<file path="config.mk">
export PLATFORM = sky130hd
export DESIGN_NAME = vga_timing_gen
export DESIGN_NICKNAME = d
export VERILOG_FILES = /design/src/rtl/vga_timing_gen.sv
export SDC_FILE = /design/constraint.sdc
export NUM_CORES = 1
export LEC_CHECK = 0
export ABC_AREA = 1
export CAP_MARGIN = 25
export CORE_AREA = 2 2 97 99
export DETAILED_ROUTE_END_ITERATION = 12
export DIE_AREA = 0 0 99 101
export GPL_TIMING_DRIVEN = 0
export PLACE_DENSITY_LB_ADDON = 0.12
export SLEW_MARGIN = 10
export SYNTH_ARGS = -nofsm -noshare
export SYNTH_HDL_FRONTEND = slang
export SYNTH_SLANG_ARGS = --single-unit
</file>
<file path="constraint.sdc">
create_clock -name _i_clk -period 4 [get_ports _i_clk]
set_clock_uncertainty 0.05 [all_clocks]
set_input_delay 0.4 -clock _i_clk [delete_from_list [all_inputs] [get_ports _i_clk]]
set_output_delay 0.4 -clock _i_clk [all_outputs]
set_load 0.1 [all_outputs]
</file>
<file path="src/rtl/vga_timing_gen.sv">
// VGA timing and test-pattern generator with programmable porches, sync polarity and pixel divide.
// One register stage turns the (h, v, div) counters into mutually aligned sync/de/x/y/rgb outputs.
module vga_timing_gen #(
    parameter int unsigned H_ACTIVE = 640,
    parameter int unsigned H_FP     = 16,
    parameter int unsigned H_SYNC   = 96,
    parameter int unsigned H_BP     = 48,
    parameter int unsigned V_ACTIVE = 480,
    parameter int unsigned V_FP     = 10,
    parameter int unsigned V_SYNC   = 2,
    parameter int unsigned V_BP     = 33,
    parameter bit          HS_POL   = 1'b0,
    parameter bit          VS_POL   = 1'b0,
    parameter int unsigned COLOR_W  = 1,
    parameter int unsigned CLK_DIV  = 1
) (
    input  logic                                               _i_clk,
    input  logic                                               _i_rst,
    input  logic [1:0]                                         _i_mode,
    input  logic [3*COLOR_W-1:0]                               _i_color,
    output logic                                               hsync,
    output logic                                               vsync,
    output logic                                               de,
    output logic [$clog2(H_ACTIVE+H_FP+H_SYNC+H_BP)-1:0]       x,
    output logic [$clog2(V_ACTIVE+V_FP+V_SYNC+V_BP)-1:0]       y,
    output logic [COLOR_W-1:0]                                 r,
    output logic [COLOR_W-1:0]                                 g,
    output logic [COLOR_W-1:0]                                 b,
    output logic                                               frame_start,
    output logic [15:0]                                        frame_cnt
);

    localparam int unsigned H_TOTAL  = H_ACTIVE + H_FP + H_SYNC + H_BP;
    localparam int unsigned V_TOTAL  = V_ACTIVE + V_FP + V_SYNC + V_BP;
    localparam int unsigned XW       = $clog2(H_TOTAL);
    localparam int unsigned YW       = $clog2(V_TOTAL);
    localparam int unsigned DW       = (CLK_DIV > 1) ? $clog2(CLK_DIV) : 1;
    localparam int unsigned HS_START = H_ACTIVE + H_FP;
    localparam int unsigned HS_END   = H_ACTIVE + H_FP + H_SYNC;
    localparam int unsigned VS_START = V_ACTIVE + V_FP;
    localparam int unsigned VS_END   = V_ACTIVE + V_FP + V_SYNC;
    localparam int unsigned BAR_W    = (H_ACTIVE >= 8) ? H_ACTIVE / 8 : 1;

    logic [DW-1:0]      div;
    logic [XW-1:0]      h;
    logic [YW-1:0]      v;
    logic [1:0]         mode_q;

    logic [31:0]        hh;
    logic [31:0]        vv;
    logic [31:0]        bar;
    logic [2:0]         bar_k;
    logic               tick;
    logic               h_last;
    logic               v_last;
    logic               at_origin;
    logic               hs_act;
    logic               vs_act;
    logic               de_c;
    logic [1:0]         mode_c;
    logic [COLOR_W-1:0] r_c;
    logic [COLOR_W-1:0] g_c;
    logic [COLOR_W-1:0] b_c;

    // Pixel timing decode and pattern selection for the current (h, v)
    always_comb begin
        hh        = 32'(h);
        vv        = 32'(v);
        tick      = (32'(div) == CLK_DIV - 1);
        h_last    = (hh == H_TOTAL - 1);
        v_last    = (vv == V_TOTAL - 1);
        at_origin = (hh == 32'd0) && (vv == 32'd0);
        hs_act    = (hh >= HS_START) && (hh < HS_END);
        vs_act    = (vv >= VS_START) && (vv < VS_END);
        de_c      = (hh < H_ACTIVE) && (vv < V_ACTIVE);
        // Pixel (0,0) already shows the mode that is about to be latched for the frame
        mode_c    = at_origin ? _i_mode : mode_q;
        bar       = hh / BAR_W;
        bar_k     = (bar > 32'd7) ? 3'd7 : bar[2:0];
        r_c       = '0;
        g_c       = '0;
        b_c       = '0;
        if (de_c) begin
            case (mode_c)
                2'd0: {r_c, g_c, b_c} = _i_color;
                2'd1: begin
                    r_c = {COLOR_W{bar_k[2]}};
                    g_c = {COLOR_W{bar_k[1]}};
                    b_c = {COLOR_W{bar_k[0]}};
                end
                2'd2: begin
                    r_c = {COLOR_W{hh[4] ^ vv[4]}};
                    g_c = {COLOR_W{hh[4] ^ vv[4]}};
                    b_c = {COLOR_W{hh[4] ^ vv[4]}};
                end
                default: ;
            endcase
        end
    end

    // Pixel divider, raster counters, per-frame mode latch and frame counter
    always_ff @(posedge _i_clk) begin
        if (!_i_rst) begin
            div       <= '0;
            h         <= '0;
            v         <= '0;
            mode_q    <= 2'd0;
            frame_cnt <= 16'd0;
        end else if (tick) begin
            div <= '0;
            if (at_origin) begin
                mode_q <= _i_mode;
            end
            if (h_last) begin
                h <= '0;
                if (v_last) begin
                    v         <= '0;
                    frame_cnt <= frame_cnt + 16'd1;
                end else begin
                    v <= v + YW'(1);
                end
            end else begin
                h <= h + XW'(1);
            end
        end else begin
            div <= div + DW'(1);
        end
    end

    // Output register stage
    always_ff @(posedge _i_clk) begin
        if (!_i_rst) begin
            hsync       <= ~HS_POL;
            vsync       <= ~VS_POL;
            de          <= 1'b0;
            x           <= '0;
            y           <= '0;
            r           <= '0;
            g           <= '0;
            b           <= '0;
            frame_start <= 1'b0;
        end else begin
            hsync       <= hs_act ? HS_POL : ~HS_POL;
            vsync       <= vs_act ? VS_POL : ~VS_POL;
            de          <= de_c;
            x           <= h;
            y           <= v;
            r           <= r_c;
            g           <= g_c;
            b           <= b_c;
            frame_start <= tick && at_origin;
        end
    end

endmodule

</file>
# Word-level counts from Yosys, hierarchy flattened
# Cells that the tools add are included.
# totals
n_memories,0
mem_bits_ro,0
latchBits,0
elab_cells,53
ramBits,0
ff_bits,66
# classes
eq_ne,4
mul,0
div_mod_pow,1
shift,0
bitwise_logic,2
n_addsub,4
n_mux,9
n_lt_le_gt_ge,7
n_reduce_logical,12
# ops
operator,n
"divider 10 x 7 -> 32 bit, second input constant",1
"greater-than comparator 32 x 3 -> 1 bit, second input constant",1
"adder 10 x 1 -> 10 bit, second input constant",2
"equality test 10 bit, second input constant",2
zero test 10 bit,2
"< comparator 10 bit, second input constant",2
"< comparator 10 x 9 -> 1 bit, second input constant",2
2-to-1 mux 10 bit,2
"adder 16 x 1 -> 16 bit, second input constant",1
"greater-or-equal comparator 10 bit, second input constant",1
"greater-or-equal comparator 10 x 9 -> 1 bit, second input constant",1
case mux 1 bit (3 select lines),3
AND reduction 2 bit,3
logical AND 1 bit,5
2-to-1 mux 3 bit,1
AND reduction 3 bit,1
"equality test 2 x 1 -> 1 bit, second input constant",1
"equality test 2 bit, second input constant",1
zero test 2 bit,1
2-to-1 mux 1 bit,2
2-to-1 mux 2 bit,1
"adder 1 bit, second input constant",1
NOT 1 bit,1
XOR 1 bit,1

# Longest topological paths before layout
# Gate-level depths: netlist of run 1.
# logic_depth
depth_word,5
depth_mapped,17
ltp_nobuf,16

# Least setup slack after synthesis of run 1
# No wires, ideal clock.
# synth_path
path_kind,reg2reg
from,register frame_cnt[0]
to,register frame_cnt[13]
t_required_ns,3.834
t_arrival_ns,2.012
path_stages_with_launch,9
period_less_slack_ns,2.178
path_buffers,0
setup_slack_ns,1.822
cell_sequence,dfxtp_1 inv_1 nor2_1 nand4_1 nor2_1 nand2_1 nor2_1 a21oi_1 o21a_1
# synth_between
elab_chain_len,1
# synth_lines
item,line,source
from (decl),30,output logic [15:0] frame_cnt
from (signal assigned),118,frame_cnt <= frame_cnt + 16'd1;
adder 16 x 1 -> 16 bit,118,
# No other way between the ends.
# A chain may end at the register's enable or synchronous reset.

# Final worst setup path of run 1
# layout_path
from,register frame_cnt[12]
to,output port frame_cnt[12]
# No word-level cell between the ends.

==> results of run 1 <==
## sequential cells by signal, summed over array words and instances (netlist names), 2 cells and up
signal / count
frame_cnt: 16
y: 10
h: 10
v: 10
mode_q: 2
x: 10
## stage by stage
step                      cells  util [%]  setup WS, ns  hold WS [ns]
after detailed placement    573      40.9          1.64         0.416
final                       589      43.5          1.58         0.410
after global placement      573      40.9          1.66         0.413
after CTS                   589      43.5          1.55         0.419
after global routing        589      43.5          1.38         0.453
after floorplan             414         -          1.82         0.383
## per-layer routing
layer / vias up / global-route usage [%] / part of all wire [%]
li1: 1452 / - / -
met1: 1252 / 20.7 / 51
met2: 45 / 22.9 / 43
met3: 12 / 3.05 / 3.7
met4: 0 / 6.95 / 2.0
met5: - / 0 / 0
## cells by family after synthesis
group,after synthesis,synth area share (%)
compound gates,54,10.3
xor+xnor,8,2.29
fa+ha+maj,7,2.87
buf+inv,90,11.4
flops,66,43.2
other cells,1,0.123
simple gates,188,29.8
## power by group through the flow
stage / sequential, uW / clock (uW) / combinational (uW)
global route: 671 / 690 / 103
CTS: 670 / 661 / 95.3
floorplan: 718 / 0 / 37.0
detailed placement: 685 / 0 / 94.8
finish: 670 / 637 / 94.3
global placement: 685 / 0 / 94.5
## worst reg2reg max path, stage by stage, from the launching register on
cell	delay (ns)
dfxtp_1	0.31
buf_6	0.13
nor2_1	0.20
inv_1	0.08
ha_1	0.28
o21ai_1	0.29
nand3_1	0.24
nand2_1	0.11
nand2_1	0.05
inv_1	0.06
nand2_1	0.06
o21ai_0	0.08
nand2_1	0.07
nor2_1	0.11
nand2_1	0.07
nand2_1	0.07
a21oi_2	0.05
## Yosys cell counts (all sizes together)
cell type / n
nand2: 88
inv: 80
dfxtp: 66
nor2: 33
a21oi: 24
nand3: 22
o21ai: 16
nor3: 15
nand4: 13
nor4: 9
ha: 7
xor2: 7
clkbuf: 6
nor3b: 6
buf: 4
a211oi: 3
a31oi: 3
o211ai: 2
a2111oi: 1
a221oi: 1
conb: 1
nand2b: 1
nand3b: 1
o2111ai: 1
o21a: 1
o21bai: 1
o311ai: 1
xnor2: 1
## area by class of cell
| type | instances | share of cell area [%] |
|---|---|---|
| Timing Repair Buffer | 48 | 12.3 |
| Inverter | 80 | 7.70 |
| Multi-Input combinational cell | 258 | 35.5 |
| Clock buffer | 10 | 3.53 |
| Sequential cell | 66 | 33.9 |
| Tap cell | 111 | 3.56 |
| Clock inverter | 6 | 2.28 |
| Buffer | 10 | 1.25 |
## worst min path at each step
stage / from / to / slack (ns) / cells after the start
6_report: v[5] / y[5] / 0.41 / 2
5_1_grt: h[0] / x[0] / 0.45 / 2
4_1_cts: v[5] / y[5] / 0.42 / 2
3_5_place_dp: v[5] / y[5] / 0.42 / 2
3_3_place_gp: mode_q[1] / mode_q[1] / 0.41 / 2
2_1_floorplan: v[5] / y[5] / 0.38 / 2
## placed cells by master (no fill, tap or decap), types with 2 or more instances in the layout
| cell | instances |
|---|---|
| a211oi_1 | 3 |
| a21oi_1 | 22 |
| a21oi_2 | 2 |
| a31oi_1 | 3 |
| buf_2 | 3 |
| bufinv_16 | 2 |
| clkbuf_1 | 6 |
| clkbuf_8 | 10 |
| clkdlybuf4s50_1 | 48 |
| clkinvlp_4 | 2 |
| dfxtp_1 | 66 |
| ha_1 | 7 |
| inv_1 | 78 |
| inv_2 | 2 |
| nand2_1 | 88 |
| nand3_1 | 21 |
| nand4_1 | 11 |
| nand4_2 | 2 |
| nor2_1 | 29 |
| nor2_2 | 3 |
| nor3_1 | 13 |
| nor3b_1 | 5 |
| nor4_1 | 9 |
| o211ai_1 | 2 |
| o21ai_0 | 14 |
| o21ai_1 | 2 |
| xor2_1 | 7 |
==> results.ini, run 1 <==
[synthesis]
synthDistinctLibCells = 39
ys_ff_latch = 66
avgSynthCellArea_sq_um = 7.38
netlist_area_sq_mm = 0.00306
synthesis.nets = 428
yosys_warnings = 0
yosys-top-cells-area = dfxtp_1, nand2_1, inv_1
synth_cells = 414
seq_area_frac_synth_pct = 43.2
synth_largest_area_cell = dfxtp_1
synth_top_area_share_pct = 43.2

[placed_design]
gp_congestion = 0.838
port-buffer-count = 48
dp_hpwl_mm = 5.26
dpl_cell_area_sq_mm = 0.00367

[clock_network]
cts_tree = done
cts_resized = 0
cts.reportedPaths.clkPinSlew_ns = 0.08
insertion_delay_ns = 0.34
postCtsHoldBufs = 0
numCtsBuffers = 9
clockBufferDepth = 2
clock-root-buffer = clkbuf_8
cts_max_level = 3
postCtsSetupBuffers = 0
cts_sinks = 66

[layout]
final_area_sq_mm = 0.00390
final_nets = 487
drive_gt1_share_pct = 7.53
syn_to_final_growth_pct = 27.7
ff_latch_area_sq_mm = 0.00132
multiInputGateArea_sq_mm = 0.00139
fillerInstances = 911
diodes = 0

[critical_path]
cpLargestDelayFamily = buffers and inverters
arrival_ns = 1.97
slowest_stage = clkdlybuf4s50_1
worst-setup-path-type = reg -> out
rrSetupSlack_ns = 1.62
rr_endpoint = b
critical_path.startpoint = frame_cnt[12]
cp.required_ns = 3.55
r2r_start = h[8]
slowest_delay_ns = 1.18
worstPathCellList = clkdlybuf4s50_1
worst_r2r_path_depth = 16
cp_num_buf_inv = 1
end_kind = primary output
cp_num_cells = 1
start_kind = flip-flop
path_max_fanout = 6
crit_path_end = frame_cnt[12]

[pwr]
power_density_mw_per_mm2 = 359
p_clk_share_pct = 45.5
p_int_uw = 1060
power.share.sequential_pct = 47.8
p_sw_uw = 342
swShare_pct = 24.4
vdd_ir_drop_max_mv = 0.197
total_power_uw = 1400
power_frac_comb_pct = 6.7
leakagePower_uw = 0.00173

[drt]
first_pass_iters = 4
via_per_inst = 4.69
drc_errors = 0
vias = 2761
ant_nets = 0
wirelength_mm = 6.90
wl_per_cell_microns = 11.7
drt_iter0_markers = 73

[floorplan]
die_h_microns = 101
die_width_microns = 99
die_area_sq_mm = 0.0100
rows = 35
core_sq_mm = 0.00898
start_util_pct = 34.0
io_pins = 50

[flow_run]
maxCapViolCount = 0

[sta]
fin_crit_ns = 2.42
finalCritPeriodShare_pct = 60.5
worst_pin_slew_ns = 0.979
tns_ns = 0
setup_viol_count_final = 0
rsz0062_at_grt = no
fmax_mhz = 413
maxSlewViolCount = 0
hold_viol = 0
slew_headroom_pct = 34.5

[grt]
antenna_found_initial = 0
grt_pass1_wl_mm = 12.1
overflow = 0
grt_pass1_vias = 2564
grt_usage_pct = 15.1
grt_max_degree = 13

[min_path]
hp-class = reg -> reg

[run_status]
outcome = finished clean

Power figures use the tool's default switching activity.
==> inputs of run 2 (changes only) <==
==> constraint.sdc (replaced) <==
create_clock -name _i_clk -period 2.3 [get_ports _i_clk]
set_clock_uncertainty 0.05 [all_clocks]
set_input_delay 0.23 -clock _i_clk [delete_from_list [all_inputs] [get_ports _i_clk]]
set_output_delay 0.23 -clock _i_clk [all_outputs]
set_load 0.1 [all_outputs]
==> results.ini, run 2 (same netlist as run 1, synthesis figures left out) <==
[run_status]
outcome = finished clean

[critical_path]
end_kind = primary output
path_max_fanout = 6
worst-setup-path-type = reg -> out
cp_num_buf_inv = 1
slowest_delay_ns = 1.17
cp.required_ns = 2.02
cpLargestDelayFamily = buffers and inverters
arrival_ns = 1.95
worstPathCellList = clkdlybuf4s50_1
slowest_stage = clkdlybuf4s50_1
start_kind = flip-flop

[grt]
antenna_found_initial = 0
grt_pass1_vias = 2564
grt_usage_pct = 15.1
overflow = 0
grt_max_degree = 13
grt_pass1_wl_mm = 12.1

[layout]
fillerInstances = 905
largest_reg_flops = 16
final_nets = 489
drive_gt1_share_pct = 10.2
diodes = 0
largest_register = frame_cnt
syn_to_final_growth_pct = 30.1
final_common_cell = nand2_1
final_cell_mix = nand2_1, inv_1, dfxtp_1

[clock_network]
clock-root-buffer = clkbuf_8
postCtsHoldBufs = 0
cts.reportedPaths.clkPinSlew_ns = 0.08
cts_max_level = 3
cts_sinks = 66
insertion_delay_ns = 0.34
clockBufferDepth = 2
cts_tree = done
numCtsBuffers = 9

[sta]
setup_viol_count_final = 0
worst_pin_slew_ns = 0.979
hold_viol = 0
maxSlewViolCount = 0
slew_headroom_pct = 34.5
rsz0062_at_grt = yes
fmax_mhz = 449
finalCritPeriodShare_pct = 96.8
tns_ns = 0
fin_crit_ns = 2.23

[pwr]
power.share.sequential_pct = 47.7
total_power_uw = 2440
power_density_mw_per_mm2 = 614
power_frac_comb_pct = 7.0
vdd_ir_drop_max_mv = 0.344
p_int_uw = 1850
leakagePower_uw = 0.00178
p_sw_uw = 597
p_clk_share_pct = 45.3
swShare_pct = 24.5

[drt]
first_pass_iters = 4
drt_iter0_markers = 52
wl_per_cell_microns = 11.8
via_per_inst = 4.65
drc_errors = 0
wirelength_mm = 7.00
vias = 2749
ant_nets = 0

[floorplan]
rows = 35
die_h_microns = 101
die_area_sq_mm = 0.0100
die_width_microns = 99
start_util_pct = 34.0
io_pins = 50
core_sq_mm = 0.00898

[min_path]
hp-class = in -> reg

[placed_design]
dp_hpwl_mm = 5.26
gp_congestion = 0.838
port-buffer-count = 48

[flow_run]
maxCapViolCount = 0

-- run 2: cell types whose count changed in the layout (fill, tap and decap cells not counted), sizes merged --
cell and change:
clkbuf +1, dlymetal6s2s +1, clkdlybuf4s50 -1, buf +1
-- run 2: worst paths after layout --
check | from | to | slack [ns] | depth (start not counted)
min reg2reg | v[5] | y[5] | 0.41 | 2
min | _i_rst | y[3] | 0.26 | 3
max reg2reg | h[7] | b | 0.15 | 15
max | frame_cnt[10] | frame_cnt[10] | 0.07 | 1
-- run 2: per-layer routing --
metal,share of wire [%],wire length [microns],vias to the layer above,global-route usage (%)
met5,0,0,-,0
met4,2.0,137,0,6.95
met3,3.2,221,12,3.05
met2,44,3040,41,22.9
met1,51,3590,1243,20.7
li1,-,-,1453,-
-- run 2: through the flow --
stage / utilization (%) / instance area, sq um / hold slack, ns / cells / setup slack [ns]
floorplan: - / 3060 / 0.359 / 414 / 0.122
global placement: 40.9 / 3670 / 0.413 / 573 / -0.0373
detailed placement: 40.9 / 3670 / 0.416 / 573 / -0.0648
CTS: 43.5 / 3910 / 0.254 / 589 / 0.00545
global route: 44.3 / 3980 / 0.298 / 591 / -0.0320
finish: 44.3 / 3980 / 0.261 / 591 / 0.0726
-- run 2: layout make-up --
class / count / area (sq um) / share of cell area (%)
buffer: 10 / 48.8 / 1.23
clock buffer: 10 / 138 / 3.46
clock inverter: 6 / 88.8 / 2.23
inverter: 80 / 300 / 7.55
multi-input combinational: 258 / 1440 / 36.3
sequential: 66 / 1320 / 33.3
tap: 111 / 139 / 3.49
timing repair buffer: 50 / 495 / 12.5
-- run 2: repair_timing --
| action | CTS | global route |
|---|---|---|
| setup endpoints to repair | 2 | 9 |
| resized for setup | 2 | 13 |
| hold endpoints to repair | 0 | 0 |
| setup buffers | 0 | 2 |
| pin swaps | 0 | 1 |
-- run 2: power groups by stage --
stage	Sequential, uW	Clock (uW)	Combinational, uW
after global routing	1170	1200	185
after global placement	1190	0	164
final	1170	1110	170
after floorplan	1250	0	64.3
after CTS	1160	1150	166
after detailed placement	1190	0	165
